$ cat config.mk
export PLATFORM = sky130hd
export DESIGN_NAME = multicycle_ctrl_flat
export DESIGN_NICKNAME = d
export VERILOG_FILES = /design/src/rtl/multicycle_ctrl_if.sv /design/src/rtl/multicycle_ctrl.sv /design/src/flat_wrapper.sv
export SDC_FILE = /design/constraint.sdc
export NUM_CORES = 1
export LEC_CHECK = 0
export ABC_CLOCK_PERIOD_IN_PS = 3700
export CAP_MARGIN = 40
export CORE_UTILIZATION = 45
export CTS_CLUSTER_DIAMETER = 150
export DETAILED_ROUTE_END_ITERATION = 10
export HOLD_SLACK_MARGIN = 0.1
export PLACE_DENSITY = 0.77
export SYNTH_ARGS = -nofsm -noshare
export SYNTH_HDL_FRONTEND = slang
export SYNTH_SLANG_ARGS = --single-unit
$ cat constraint.sdc
create_clock -name clk -period 3.7 [get_ports clk]
set_input_delay 0.74 -clock clk [delete_from_list [all_inputs] [get_ports clk]]
set_output_delay 0.74 -clock clk [all_outputs]
set_load 0.01 [all_outputs]
$ cat src/rtl/multicycle_ctrl_if.sv
`default_nettype none
// ---------------------------------------------------------------------------
// Module   : multicycle_ctrl_if
// Purpose  : Control/status bundle between multicycle_ctrl and the datapath.
// Revision : 1.0 - initial release
// ---------------------------------------------------------------------------
interface multicycle_ctrl_if #(
   parameter int CNT_W = 32
);
   logic             run;
   logic [6:0]       opcode;
   logic             zero;
   logic             mem_ready;
   logic             ir_write;
   logic             pc_write;
   logic             pc_src;
   logic             iord;
   logic             alu_src;
   logic [1:0]       alu_op;
   logic             mem_read;
   logic             mem_write;
   logic             reg_write;
   logic             mem_reg;
   logic             instr_done;
   logic             busy;
   logic             illegal;
   logic [CNT_W-1:0] cycle_cnt;
   logic [CNT_W-1:0] instret_cnt;

   modport master (
      input  run, opcode, zero, mem_ready,
      output ir_write, pc_write, pc_src, iord, alu_src, alu_op,
             mem_read, mem_write, reg_write, mem_reg, instr_done,
             busy, illegal, cycle_cnt, instret_cnt
   );

   modport slave (
      output run, opcode, zero, mem_ready,
      input  ir_write, pc_write, pc_src, iord, alu_src, alu_op,
             mem_read, mem_write, reg_write, mem_reg, instr_done,
             busy, illegal, cycle_cnt, instret_cnt
   );
endinterface
`default_nettype wire

$ cat src/rtl/multicycle_ctrl.sv
`default_nettype none
// ---------------------------------------------------------------------------
// Module   : multicycle_ctrl
// Purpose  : Multi-cycle RV32 sequencer issuing per-state datapath enables.
// Revision : 1.0 - initial release
// ---------------------------------------------------------------------------
module multicycle_ctrl #(
   parameter int CNT_W = 32
) (
   input wire               clk,
   input wire               rst,
   multicycle_ctrl_if.master bus
);

   localparam logic [6:0] c_op_r      = 7'b0110011;
   localparam logic [6:0] c_op_i      = 7'b0010011;
   localparam logic [6:0] c_op_load   = 7'b0000011;
   localparam logic [6:0] c_op_store  = 7'b0100011;
   localparam logic [6:0] c_op_branch = 7'b1100011;

   typedef enum logic [3:0] {
      S_FETCH    = 4'd0,
      S_DECODE   = 4'd1,
      S_EXEC_R   = 4'd2,
      S_EXEC_I   = 4'd3,
      S_MEM_ADDR = 4'd4,
      S_MEM_RD   = 4'd5,
      S_MEM_WR   = 4'd6,
      S_WB_ALU   = 4'd7,
      S_WB_MEM   = 4'd8,
      S_BRANCH   = 4'd9,
      S_TRAP     = 4'd10
   } state_t;

   state_t           r_state;
   state_t           w_next_state;
   logic [6:0]       r_op_q;
   logic [CNT_W-1:0] r_cycle_cnt;
   logic [CNT_W-1:0] r_instret_cnt;

   logic       w_ir_write, w_pc_write, w_pc_src, w_iord, w_alu_src;
   logic [1:0] w_alu_op;
   logic       w_mem_read, w_mem_write, w_reg_write, w_mem_reg;
   logic       w_instr_done, w_busy, w_illegal;

   always_ff @(posedge clk or posedge rst) begin
      if (rst) begin
         r_state <= S_FETCH;
         r_op_q  <= 7'd0;
      end else begin
         r_state <= w_next_state;
         if (r_state == S_DECODE) begin
            r_op_q <= bus.opcode;
         end
      end
   end

   always_comb begin
      w_next_state = r_state;
      w_ir_write   = 1'b0;
      w_pc_write   = 1'b0;
      w_pc_src     = 1'b0;
      w_iord       = 1'b0;
      w_alu_src    = 1'b0;
      w_alu_op     = 2'b00;
      w_mem_read   = 1'b0;
      w_mem_write  = 1'b0;
      w_reg_write  = 1'b0;
      w_mem_reg    = 1'b0;
      w_instr_done = 1'b0;
      w_illegal    = 1'b0;
      w_busy       = 1'b1;
      case (r_state)
         S_FETCH: begin
            if (bus.run) begin
               w_mem_read = 1'b1;
               if (bus.mem_ready) begin
                  w_ir_write   = 1'b1;
                  w_pc_write   = 1'b1;
                  w_next_state = S_DECODE;
               end
            end else begin
               w_busy = 1'b0;
            end
         end
         // The live opcode is only trusted here; later states look at r_op_q.
         S_DECODE: begin
            case (bus.opcode)
               c_op_r:      w_next_state = S_EXEC_R;
               c_op_i:      w_next_state = S_EXEC_I;
               c_op_load,
               c_op_store:  w_next_state = S_MEM_ADDR;
               c_op_branch: w_next_state = S_BRANCH;
               default:     w_next_state = S_TRAP;
            endcase
         end
         S_EXEC_R: begin
            w_alu_op     = 2'b10;
            w_next_state = S_WB_ALU;
         end
         S_EXEC_I: begin
            w_alu_src    = 1'b1;
            w_alu_op     = 2'b10;
            w_next_state = S_WB_ALU;
         end
         S_WB_ALU: begin
            w_reg_write  = 1'b1;
            w_instr_done = 1'b1;
            w_next_state = S_FETCH;
         end
         S_MEM_ADDR: begin
            w_alu_src    = 1'b1;
            w_next_state = (r_op_q == c_op_store) ? S_MEM_WR : S_MEM_RD;
         end
         S_MEM_RD: begin
            w_mem_read = 1'b1;
            w_iord     = 1'b1;
            if (bus.mem_ready) begin
               w_next_state = S_WB_MEM;
            end
         end
         S_WB_MEM: begin
            w_reg_write  = 1'b1;
            w_mem_reg    = 1'b1;
            w_instr_done = 1'b1;
            w_next_state = S_FETCH;
         end
         S_MEM_WR: begin
            w_mem_write = 1'b1;
            w_iord      = 1'b1;
            if (bus.mem_ready) begin
               w_instr_done = 1'b1;
               w_next_state = S_FETCH;
            end
         end
         S_BRANCH: begin
            w_alu_op     = 2'b01;
            w_instr_done = 1'b1;
            w_pc_write   = bus.zero;
            w_pc_src     = bus.zero;
            w_next_state = S_FETCH;
         end
         S_TRAP: begin
            w_illegal = 1'b1;
            w_busy    = 1'b0;
         end
         default: begin
            w_next_state = S_FETCH;
         end
      endcase
   end

   always_ff @(posedge clk or posedge rst) begin
      if (rst) begin
         r_cycle_cnt   <= '0;
         r_instret_cnt <= '0;
      end else begin
         if (w_busy) begin
            r_cycle_cnt <= r_cycle_cnt + CNT_W'(1);
         end
         if (w_instr_done) begin
            r_instret_cnt <= r_instret_cnt + CNT_W'(1);
         end
      end
   end

   // Reset must silence the datapath immediately, even mid-transfer.
   assign bus.ir_write    = w_ir_write   & ~rst;
   assign bus.pc_write    = w_pc_write   & ~rst;
   assign bus.pc_src      = w_pc_src     & ~rst;
   assign bus.iord        = w_iord       & ~rst;
   assign bus.alu_src     = w_alu_src    & ~rst;
   assign bus.alu_op      = w_alu_op     & {2{~rst}};
   assign bus.mem_read    = w_mem_read   & ~rst;
   assign bus.mem_write   = w_mem_write  & ~rst;
   assign bus.reg_write   = w_reg_write  & ~rst;
   assign bus.mem_reg     = w_mem_reg    & ~rst;
   assign bus.instr_done  = w_instr_done & ~rst;
   assign bus.busy        = w_busy       & ~rst;
   assign bus.illegal     = w_illegal    & ~rst;
   assign bus.cycle_cnt   = r_cycle_cnt;
   assign bus.instret_cnt = r_instret_cnt;

endmodule
`default_nettype wire

$ cat src/flat_wrapper.sv
// flat-port wrapper written by rule: the top's interface ports become plain ports
module multicycle_ctrl_flat 
#(
   parameter int CNT_W = 32
)
  (clk, rst, bus_run, bus_opcode, bus_zero, bus_mem_ready, bus_ir_write, bus_pc_write, bus_pc_src, bus_iord, bus_alu_src, bus_alu_op, bus_mem_read, bus_mem_write, bus_reg_write, bus_mem_reg, bus_instr_done, bus_busy, bus_illegal, bus_cycle_cnt, bus_instret_cnt);
  multicycle_ctrl_if #(.CNT_W(CNT_W)) bus_i ();
  input wire clk;
  input wire rst;
  input wire logic [$bits(bus_i.run)-1:0] bus_run;
  input wire logic [$bits(bus_i.opcode)-1:0] bus_opcode;
  input wire logic [$bits(bus_i.zero)-1:0] bus_zero;
  input wire logic [$bits(bus_i.mem_ready)-1:0] bus_mem_ready;
  output wire logic [$bits(bus_i.ir_write)-1:0] bus_ir_write;
  output wire logic [$bits(bus_i.pc_write)-1:0] bus_pc_write;
  output wire logic [$bits(bus_i.pc_src)-1:0] bus_pc_src;
  output wire logic [$bits(bus_i.iord)-1:0] bus_iord;
  output wire logic [$bits(bus_i.alu_src)-1:0] bus_alu_src;
  output wire logic [$bits(bus_i.alu_op)-1:0] bus_alu_op;
  output wire logic [$bits(bus_i.mem_read)-1:0] bus_mem_read;
  output wire logic [$bits(bus_i.mem_write)-1:0] bus_mem_write;
  output wire logic [$bits(bus_i.reg_write)-1:0] bus_reg_write;
  output wire logic [$bits(bus_i.mem_reg)-1:0] bus_mem_reg;
  output wire logic [$bits(bus_i.instr_done)-1:0] bus_instr_done;
  output wire logic [$bits(bus_i.busy)-1:0] bus_busy;
  output wire logic [$bits(bus_i.illegal)-1:0] bus_illegal;
  output wire logic [$bits(bus_i.cycle_cnt)-1:0] bus_cycle_cnt;
  output wire logic [$bits(bus_i.instret_cnt)-1:0] bus_instret_cnt;
  assign bus_i.run = bus_run;
  assign bus_i.opcode = bus_opcode;
  assign bus_i.zero = bus_zero;
  assign bus_i.mem_ready = bus_mem_ready;
  assign bus_ir_write = bus_i.ir_write;
  assign bus_pc_write = bus_i.pc_write;
  assign bus_pc_src = bus_i.pc_src;
  assign bus_iord = bus_i.iord;
  assign bus_alu_src = bus_i.alu_src;
  assign bus_alu_op = bus_i.alu_op;
  assign bus_mem_read = bus_i.mem_read;
  assign bus_mem_write = bus_i.mem_write;
  assign bus_reg_write = bus_i.reg_write;
  assign bus_mem_reg = bus_i.mem_reg;
  assign bus_instr_done = bus_i.instr_done;
  assign bus_busy = bus_i.busy;
  assign bus_illegal = bus_i.illegal;
  assign bus_cycle_cnt = bus_i.cycle_cnt;
  assign bus_instret_cnt = bus_i.instret_cnt;
  multicycle_ctrl #(.CNT_W(CNT_W)) u_core (.clk(clk), .rst(rst), .bus(bus_i));
endmodule
* Word-level counts from Yosys, hierarchy flattened
Cells that the tools add are included.
** Storage, ports and cells
- Flip-flop bits (word level) :: 75
- Input port bits :: 12
- Output and inout port bits :: 78
- Word-level logic and storage cells :: 72
** Cells by class
- Add/sub/neg operators :: 2
- Eq/ne operators :: 20
- Multiplexer cells :: 23
- Bitwise operators :: 15
- Reductions and logical operators :: 8
** Operators with widths (count)
- 32-bit by 1-bit adder with 32-bit output (second input constant) :: 2
- 4-bit case mux with 7 select lines :: 1
- 7-bit by 6-bit == test with 1-bit output (second input constant) :: 3
- 4-bit by 3-bit == test with 1-bit output (second input constant) :: 4
- 4-bit two-way mux :: 4
- 4-bit case mux with 4 select lines :: 1
- 1-bit bitwise AND :: 12
- 4-bit == test (second input constant) :: 3
- 1-bit two-way mux :: 11
- 2-bit OR reduction :: 5
- 4-bit by 2-bit == test with 1-bit output (second input constant) :: 2
- 2-bit != test (second input constant) :: 4
- 1-bit case mux with 2 select lines :: 4
- 7-bit by 2-bit == test with 1-bit output (second input constant) :: 1
- 7-bit by 5-bit == test with 1-bit output (second input constant) :: 1
- 7-bit == test (second input constant) :: 1
- 5-bit AND reduction :: 1
- 4-bit by 1-bit == test with 1-bit output (second input constant) :: 1
- 4-bit zero test :: 1
- 2-bit case mux with 2 select lines :: 1
- 3-bit OR reduction :: 1
- 2-bit bitwise AND :: 1
- 2-bit two-way mux :: 1
- 1-bit inverter :: 2

* Logic depth before layout (Yosys ltp)
Gate-level depths: netlist of the first run.
- Depth in word-level cells :: 4
- Mapped depth :: 7
- Depth with buffers taken out :: 6

* Least setup slack after synthesis of the first run
OpenSTA, ideal clock, no wires.
- Path kind :: input port to output port
- Start point :: input port rst
- End point :: output port bus_pc_write
- Arrival time :: 3.382 ns
- Required time :: 2.960 ns
- Setup slack :: -0.422 ns
- Stages on the path :: 6
- Buffers on the path :: 1
- Cells stage by stage :: clkbuf_1 -> inv_1 -> nand2b_1 -> nor2_1 -> and2_1 -> or2_2
** On the way
- Word-level cells in the longest chain between the ends :: 2
** RTL lines
- from (decl) :: RTL line flat_wrapper.sv:9 : input wire rst;
- 1-bit inverter :: RTL line multicycle_ctrl.sv:169 : assign bus.pc_write = w_pc_write & ~rst;
- 1-bit bitwise AND :: RTL line multicycle_ctrl.sv:169
- to (decl) :: RTL line flat_wrapper.sv:15 : output wire logic [$bits(bus_i.pc_write)-1:0] bus_pc_write;
Every way passes these cells.

* Worst setup path after layout of the first run
- Start point :: register u_core.r_state[1]
- End point :: output port bus_pc_write
** On the way
- Word-level cells in the longest chain between the ends :: 3
- Elaborated cells on any way between the ends :: 4
- Classes of those cells :: eq/ne: 1; mux: 1; bitwise: 1; reduce/logical: 1
** RTL lines
- from (decl) :: RTL line multicycle_ctrl.sv:35 : state_t r_state;
- from (signal assigned) :: RTL line multicycle_ctrl.sv:51 : r_state <= w_next_state;
- 4-bit == test / 4-bit zero test (equally long branches) :: RTL line multicycle_ctrl.sv:73 : case (r_state)
- 1-bit case mux with 2 select lines * :: RTL line multicycle_ctrl.sv:73
- 1-bit bitwise AND * :: RTL line multicycle_ctrl.sv:169
Every way passes the cells marked *; elsewhere a longest branch is shown, timed or not.

==> results of run 1 <==
[power by group]
group          leakage (nW)  switching (mW)  internal, mW
registers              1.00           0.207         0.948
clock network         0.102           0.291         0.324
logic                 0.975           0.298         0.405
total                  2.08           0.797          1.68
[metrics by stage]
stage	utilization	hold WS, ns
final	0.625	0.474
after global routing	0.625	0.500
after CTS	0.625	0.482
after detailed placement	0.601	0.469
after global placement	0.598	0.460
after floorplan	-	0.471
[final timing paths]
| kind | to | slack, ns | cells past startpoint |
|---|---|---|---|
| worst max register to register | u_core.bus.cycle_cnt[17] | 1.54 | 5 |
| worst max-delay path | bus_pc_write | 0.49 | 4 |
| worst min register to register | u_core.bus.cycle_cnt[31] | 0.47 | 1 |
| worst min-delay path | u_core.bus.cycle_cnt[31] | 0.47 | 1 |
| min in group asynchronous | u_core.r_state[3] | 0.94 | 3 |
| max in group asynchronous | u_core.bus.cycle_cnt[17] | 2.21 | 4 |
[worst max-delay path: stages, from the launching register on]
cell and delay, ns:
dfrtp_1 0.57, or4_4 0.61, nor3_1 0.26, or2_2 0.16, clkdlybuf4s50_1 0.53
[layer usage]
| layer | GRT usage | routed length, um |
|---|---|---|
| met5 | 0 | 0 |
| met3 | 0.0315 | 276 |
| met4 | 0.0729 | 91 |
| met1 | 0.244 | 3510 |
| met2 | 0.315 | 3650 |
[cell type report]
class / count / share of cell area
repair buffers: 95 / 0.194
multi-input cells: 250 / 0.351
clock inverters: 5 / 0.0110
clock buffers: 10 / 0.0282
inverters: 5 / 0.00461
flip-flops and latches: 75 / 0.384
well taps: 102 / 0.0261
[synth_stat cells (2+ instances only)]
library cell	count
and2_1	4
nor2b_1	2
or3_1	5
inv_1	5
a21oi_1	7
or2_2	4
nand2_1	24
nor4_2	2
and4_1	3
o21ai_0	2
mux2_2	9
clkbuf_1	4
a211oi_1	2
and3_1	17
o22ai_1	2
nor2_1	22
nor3_1	13
buf_2	7
nand4_1	17
xnor2_1	42
ha_1	2
dfrtp_1	75
nand3_1	23
nand4b_1	2
nand2b_1	9
xor2_1	20
[cell families (layout without fill, tap and decap cells)]
family	after synthesis	count (layout)
AND/OR/NAND/NOR	156	156
buffers and inverters	17	115
multiplexers	9	9
adder cells (fa/ha/maj)	2	2
flip-flops	75	75
AO/OA/AOI/OAI	21	21
XOR/XNOR	62	62
[state kept, by name, indices dropped and copies added, names as in the netlist]
| register | cells |
|---|---|
| u_core.bus.cycle_cnt | 32 |
| u_core.bus.instret_cnt | 32 |
| u_core.r_op_q | 7 |
| u_core.r_state | 4 |
==> reports/metrics.csv, run 1 <==
stage,metric,value,unit
yosys,ys_warn_count,0,
timing,setup_viol,0,
finish,drive_above_1_share,0.102,
finish,multi_input_area,0.00172,mm2
clocking,cts_sinks,75,
yosys,synthMuxAreaShare,0.0277,
yosys,synth.largest_area_cell,dfrtp_1,
critical_path,crit_arrival,2.47,ns
floorplan,row_count,32,
timing,fmax,0.312,GHz
detailed_routing,routed_wl,7530,um
yosys,synth_area,0.00365,mm2
finish,n_antenna_cell,0,
yosys,syn_avg_cell_area,10.7,um2
floorplan,die_width,92.1,um
grt,grt_antenna_before_repair,0,
yosys,ys_ff_latch,75,
timing,slew_headroom,0.599,
yosys,synth_cell_types,44,
timing,min_period_over_period,0.866,
yosys,ys_seq_area_frac,0.514,
timing,tightest_slew,0.598,ns
finish,stdcell_count,542,
finish,final_cell_mix,"clkdlybuf4s50_1 (89), dfrtp_1 (75), xnor2_1 (42)",
critical_path,critPathLaunch,u_core.r_state[1],
floorplan,die_area,0.00849,mm2
detailed_routing,antenna_left,0,
placed_design,dp_worst_setup_slack,0.497,ns
grt,overflow,0,
placed_design,place_hpwl,5460,um
yosys,synth-edff-count,0,
timing,totalNegativeSetupSlack,0,ns
floorplan,core_region_area,0.00781,mm2
yosys,synth_area_leaders,"dfrtp_1 (51%), xnor2_1 (10%), xor2_1 (4.8%)",
outcome,status,completed,
power,p_total,2.47,mW
finish,layout_commonest_cell,clkdlybuf4s50_1,
grt,first_global_vias,2790,
detailed_routing,drt_iter0_drc,121,
power,p_leak,2.08,nW
placed_design,io_buffers,89,
floorplan,die_h,92.1,um
clocking,hold_buffers,0,
finish,design_area,0.00488,mm2
worst_hold_path,min_path_type,reg2reg,
yosys,syn-num-nets,356,
grt,grt_pass1_wl,12800,um
grt,grtUsageTotal,0.188,
detailed_routing,post-route-drc-count,0,
floorplan,pin_count,90,
yosys,yosys.area_share.xor_xnor,0.149,
critical_path,critPathRequiredTime,2.96,ns
critical_path,start_kind,register,
placed_design,placedCellCount,527,
yosys,synthFlopType,dfrtp_1,
clocking,root_buffer,clkbuf_8,
finish,num-fill-cells,647,
finish,regArea,0.00188,mm2
timing,period_minus_slack,3.21,ns
yosys,synth_fa_ha_area_frac,0.00685,
detailed_routing,vias,2821,
timing,finalClockSkew,0.00973,ns
clocking,htree_num_levels,3,
job,cap_violations,0,
clocking,clk_pin_slew,0.08,ns
floorplan,initial_core_util,0.468,
detailed_routing,vias_per_cell,5.20,
timing,timing.final.ws_setup,0.495,ns
yosys,synth_top_area_frac,0.514,
clocking,clkLatencyLatePin,0.34,ns
critical_path,r2r-start,u_core.r_state[1],
yosys,async_flop_share,1.00,
timing,finalHoldViolCount,0,
finish,nets,450,
placed_design,post_dp_cell_area,0.00469,mm2
timing,final-max-slew-violation-count,0,
power,ir_drop,0.283,mV
clocking,numCtsBuffers,9,
placed_design,place_congestion,0.778,
power,p_per_area,507,mW/mm2
clocking,clockBufferDepth,2,
detailed_routing,wl_per_cell,13.9,um
critical_path,crit_path_end_kind,output pin,
yosys,synth-simple-area-share,0.241,
yosys,syn_inst,342,
finish,syn_to_final_growth,33.6,%
timing,rsz0062_at_grt,false,
yosys,synth_top_family_by_area,simple AND/OR/NAND/NOR gates,
critical_path,crit_type,reg2out,
clocking,cts.repair.resized,0,
clocking,cts_tree,built,
critical_path,cp_max_fo,19,
detailed_routing,first_pass_iters,4,
grt,grt_max_degree,47,
yosys,synth_compound_area_frac,0.0421,
worst_hold_path,worstHoldStart,u_core.bus.cycle_cnt[31],
clocking,cts_setup_buffers,0,
Note: power is estimated with default switching activity, not from simulation.
==> run 2, diff against run 1 <==
- CELL_PAD_IN_SITES_DETAIL_PLACEMENT: unset -> 2
- CELL_PAD_IN_SITES_GLOBAL_PLACEMENT: unset -> 2
- CORE_UTILIZATION: 45 -> 28
- PLACE_DENSITY: 0.77 -> unset
- PLACE_DENSITY_LB_ADDON: unset -> 0.1
- SKIP_LAST_GASP: unset -> 1
==> reports/metrics.csv, run 2 (synthesis results as in run 1) <==
stage,metric,value,unit
placed_design,io_buffers,89,
power,ir_drop,0.259,mV
finish,num-fill-cells,1366,
grt,grtUsageTotal,0.159,
power,p_total,2.70,mW
floorplan,die_h,116,um
timing,tightest_slew,0.611,ns
timing,final-max-slew-violation-count,0,
clocking,numCtsBuffers,9,
timing,totalNegativeSetupSlack,0,ns
floorplan,row_count,41,
floorplan,initial_core_util,0.288,
finish,final_util,0.400,
grt,grt_antenna_before_repair,0,
detailed_routing,first_pass_iters,3,
critical_path,start_kind,register,
critical_path,crit_path_end_kind,output pin,
grt,overflow,0,
clocking,hold_buffers,0,
grt,grt_pass1_wl,16500,um
outcome,status,completed,
placed_design,place_congestion,0.694,
timing,rsz0062_at_grt,false,
placed_design,post_dp_cell_area,0.00479,mm2
power,p_leak,2.11,nW
detailed_routing,vias_per_cell,4.77,
floorplan,die_area,0.0135,mm2
timing,finalHoldViolCount,0,
critical_path,critPathRequiredTime,2.96,ns
floorplan,pin_count,90,
finish,design_area,0.00506,mm2
detailed_routing,drt_iter0_drc,83,
finish,syn_to_final_growth,38.5,%
timing,setup_viol,0,
timing,fmax,0.305,GHz
grt,grt_max_degree,42,
finish,drive_above_1_share,0.104,
clocking,clkLatencyLatePin,0.33,ns
clocking,cts.repair.resized,0,
finish,final_cell_mix,"clkdlybuf4s50_1 (89), dfrtp_1 (75), xnor2_1 (42)",
detailed_routing,routed_wl,9820,um
clocking,cts_tree,built,
power,p_per_area,534,mW/mm2
placed_design,dp_worst_setup_slack,0.454,ns
floorplan,die_width,116,um
worst_hold_path,worstHoldStart,u_core.bus.instret_cnt[31],
critical_path,crit_arrival,2.53,ns
detailed_routing,vias,2927,
detailed_routing,antenna_left,0,
finish,n_antenna_cell,0,
placed_design,place_hpwl,7100,um
clocking,cts_setup_buffers,0,
timing,timing.final.ws_setup,0.426,ns
critical_path,cp_max_fo,19,
finish,nets,451,
timing,min_period_over_period,0.885,
job,cap_violations,0,
worst_hold_path,min_path_type,reg2reg,
clocking,htree_num_levels,3,
timing,finalClockSkew,0.00668,ns
critical_path,crit_type,reg2out,
critical_path,critPathLaunch,u_core.r_state[1],
critical_path,r2r-start,u_core.r_state[1],
detailed_routing,post-route-drc-count,0,
clocking,root_buffer,clkbuf_16,
timing,period_minus_slack,3.27,ns
floorplan,core_region_area,0.0127,mm2
timing,slew_headroom,0.593,
clocking,clk_pin_slew,0.06,ns
detailed_routing,wl_per_cell,16.0,um
finish,layout_commonest_cell,clkdlybuf4s50_1,
grt,first_global_vias,3176,
clocking,cts_sinks,75,
clocking,clockBufferDepth,2,
-- run 2: changes by cell type in the layout (fill, tap and decap cells not counted) --
cell / before / now
buf_12: 1 / 0
clkbuf_8: 10 / 1
buf_16: 0 / 1
clkinv_4: 1 / 0
clkinvlp_4: 1 / 3
buf_4: 5 / 6
bufinv_16: 1 / 0
clkbuf_16: 0 / 9
-- run 2: critical path, cell delays in order, from the launching register on --
cell and delay, ns:
dfrtp_1 0.59, or4_4 0.63, nor3_1 0.30, or2_2 0.17, clkdlybuf4s50_1 0.53
-- run 2: report_power, final --
part | total [mW] | leakage [nW] | switching (mW) | internal [mW]
clock network | 0.800 | 0.130 | 0.335 | 0.465
registers | 1.15 | 1.00 | 0.200 | 0.950
logic | 0.755 | 0.983 | 0.342 | 0.413
total | 2.70 | 2.11 | 0.878 | 1.83
-- run 2: final timing paths --
kind | endpoint | cells past startpoint | slack, ns
worst max register to register | u_core.bus.cycle_cnt[17] | 5 | 1.49
min in group asynchronous | u_core.bus.cycle_cnt[1] | 3 | 1.01
worst max-delay path | bus_pc_write | 4 | 0.43
worst min register to register | u_core.bus.instret_cnt[31] | 1 | 0.48
max in group asynchronous | u_core.r_op_q[1] | 4 | 2.12
worst min-delay path | u_core.bus.instret_cnt[31] | 1 | 0.48
-- run 2: routing by layer --
| metal | routed length (um) | share of wire | vias up | GRT usage |
|---|---|---|---|---|
| met1 | 4490 | 0.46 | 1487 | 0.199 |
| met5 | 0 | 0 | - | 0 |
| li1 | - | - | 1379 | - |
| met2 | 4870 | 0.50 | 51 | 0.269 |
| met4 | 136 | 0.014 | 0 | 0.0564 |
| met3 | 315 | 0.032 | 10 | 0.0332 |
-- run 2: cell type report --
type,count,area (um2),share of cell area
tap,172,215,0.0425
clock buffer,10,239,0.0472
inverter,5,22.5,0.00445
timing repair buffer,96,963,0.190
multi-input combinational,250,1720,0.339
sequential,75,1880,0.371
clock inverter,5,30.0,0.00593
-- run 2: metrics by stage --
step	hold WS [ns]	std cells
after floorplan	0.471	342
after global placement	0.467	597
after detailed placement	0.471	598
after CTS	0.479	613
after global routing	0.508	613
final	0.480	613
==> run 3, diff against run 2 <==
- CORE_ASPECT_RATIO: unset -> 1.1
==> reports/metrics.csv, run 3 (synthesis results as in run 1) <==
stage,metric,value,unit
outcome,status,completed,
clocking,clkLatencyLatePin,0.34,ns
timing,finalHoldViolCount,0,
clocking,htree_num_levels,3,
clocking,root_buffer,clkbuf_16,
critical_path,cp_max_fo,19,
clocking,clk_pin_slew,0.06,ns
finish,nets,451,
timing,rsz0062_at_grt,false,
critical_path,critPathLaunch,u_core.r_state[1],
grt,met1_usage,0.193,
floorplan,die_area,0.0135,mm2
floorplan,pin_count,90,
clocking,numCtsBuffers,9,
timing,fmax,0.304,GHz
grt,overflow,0,
grt,grtUsageTotal,0.158,
timing,tightest_slew,0.668,ns
finish,layout_commonest_cell,clkdlybuf4s50_1,
floorplan,core_region_area,0.0126,mm2
grt,first_global_vias,3250,
critical_path,slowest_delay,0.63,ns
critical_path,critPathRequiredTime,2.96,ns
worst_hold_path,worstHoldStart,u_core.bus.cycle_cnt[31],
floorplan,initial_core_util,0.289,
finish,final_util,0.403,
power,p_leak,2.14,nW
worst_hold_path,min_path_type,reg2reg,
critical_path,crit_type,reg2out,
critical_path,crit_arrival,2.54,ns
job,cap_violations,0,
floorplan,row_count,43,
grt,grt_use_met3,0.0249,
power,ir_drop,0.304,mV
power,p_per_area,561,mW/mm2
grt,top_usage_layer,met2,
finish,num-fill-cells,1351,
timing,finalClockSkew,0.00777,ns
clocking,clockBufferDepth,2,
grt,grt_max_degree,59,
grt,grt_pass1_wl,17100,um
timing,slew_headroom,0.552,
finish,syn_to_final_growth,39.4,%
clocking,cts_setup_buffers,0,
finish,final_cell_mix,"clkdlybuf4s50_1 (89), dfrtp_1 (75), xnor2_1 (42)",
floorplan,die_h,122,um
detailed_routing,drt_iter0_drc,70,
critical_path,crit_slowest_cell,or4_4,
placed_design,place_congestion,0.728,
grt,grt_antenna_before_repair,0,
placed_design,place_hpwl,7170,um
detailed_routing,first_pass_iters,4,
timing,min_period_over_period,0.888,
grt,met2_usage,0.277,
detailed_routing,antenna_left,0,
detailed_routing,wl_per_cell,16.7,um
timing,period_minus_slack,3.28,ns
floorplan,die_width,111,um
detailed_routing,post-route-drc-count,0,
detailed_routing,vias,2957,
clocking,cts_sinks,75,
detailed_routing,routed_wl,10000,um
clocking,cts.repair.resized,0,
clocking,hold_buffers,0,
timing,setup_viol,0,
clocking,cts_tree,built,
finish,drive_above_1_share,0.102,
critical_path,path_cells,or4_4 > nor3_1 > or2_2 > clkdlybuf4s50_1,
critical_path,start_kind,register,
placed_design,io_buffers,89,
timing,final-max-slew-violation-count,0,
finish,n_antenna_cell,0,
critical_path,r2r-start,u_core.r_state[1],
timing,totalNegativeSetupSlack,0,ns
detailed_routing,vias_per_cell,4.94,
critical_path,crit_path_end_kind,output pin,
[run 3: cell count changes in the layout (fill, tap and decap cells not counted), sizes merged]
cell      before  now
bufinv         0    2
clkbuf        10   12
clkinvlp       3    1
clkinv         3    2
[run 3: layout make-up]
type                            count  area (um2)  area share
Sequential cell                    75        1880       0.368
Multi-Input combinational cell    250        1720       0.337
Timing Repair Buffer               96         963       0.189
Clock buffer                       12         246      0.0484
Tap cell                          157         196      0.0386
Clock inverter                      4        73.8      0.0145
Inverter                            5        22.5     0.00442
[run 3: critical path, delay by kind of cell (launching register included)]
kind | cells | cell delay [ns]
and+or+nand+nor | 3 | 1.10
DFF | 1 | 0.59
buffers and inverters | 1 | 0.52
[run 3: stage by stage]
stage                     instance area [um2]  instances  total power, mW  setup slack (ns)  hold slack (ns)
after floorplan                          3670        342             1.58            0.0297            0.471
after global placement                   4750        582             1.91             0.497            0.457
after detailed placement                 4770        583             1.93             0.457            0.468
after CTS                                5090        599             2.91             0.366            0.476
after global routing                     5090        599             3.03             0.290            0.483
final                                    5090        599             2.86             0.416            0.469
[run 3: path summary, 6_finish.rpt]
kind	to	slack (ns)	cells past startpoint
min in group asynchronous	u_core.bus.cycle_cnt[3]	0.91	3
max reg2reg	u_core.bus.cycle_cnt[17]	1.45	5
max in group asynchronous	u_core.bus.instret_cnt[19]	2.21	4
min reg2reg	u_core.bus.cycle_cnt[31]	0.47	1
min	u_core.bus.cycle_cnt[31]	0.47	1
max	bus_pc_write	0.42	4
[run 3: power by group]
group	internal (mW)	switching, mW	total, mW
Clock	0.610	0.348	0.957
Sequential	0.949	0.199	1.15
Combinational	0.412	0.342	0.754
Total	1.97	0.889	2.86
[run 3: per-layer routing]
| layer | vias up | wire [um] |
|---|---|---|
| met4 | 0 | 176 |
| met2 | 55 | 5100 |
| li1 | 1378 | - |
| met3 | 16 | 268 |
| met1 | 1508 | 4460 |
| met5 | - | 0 |
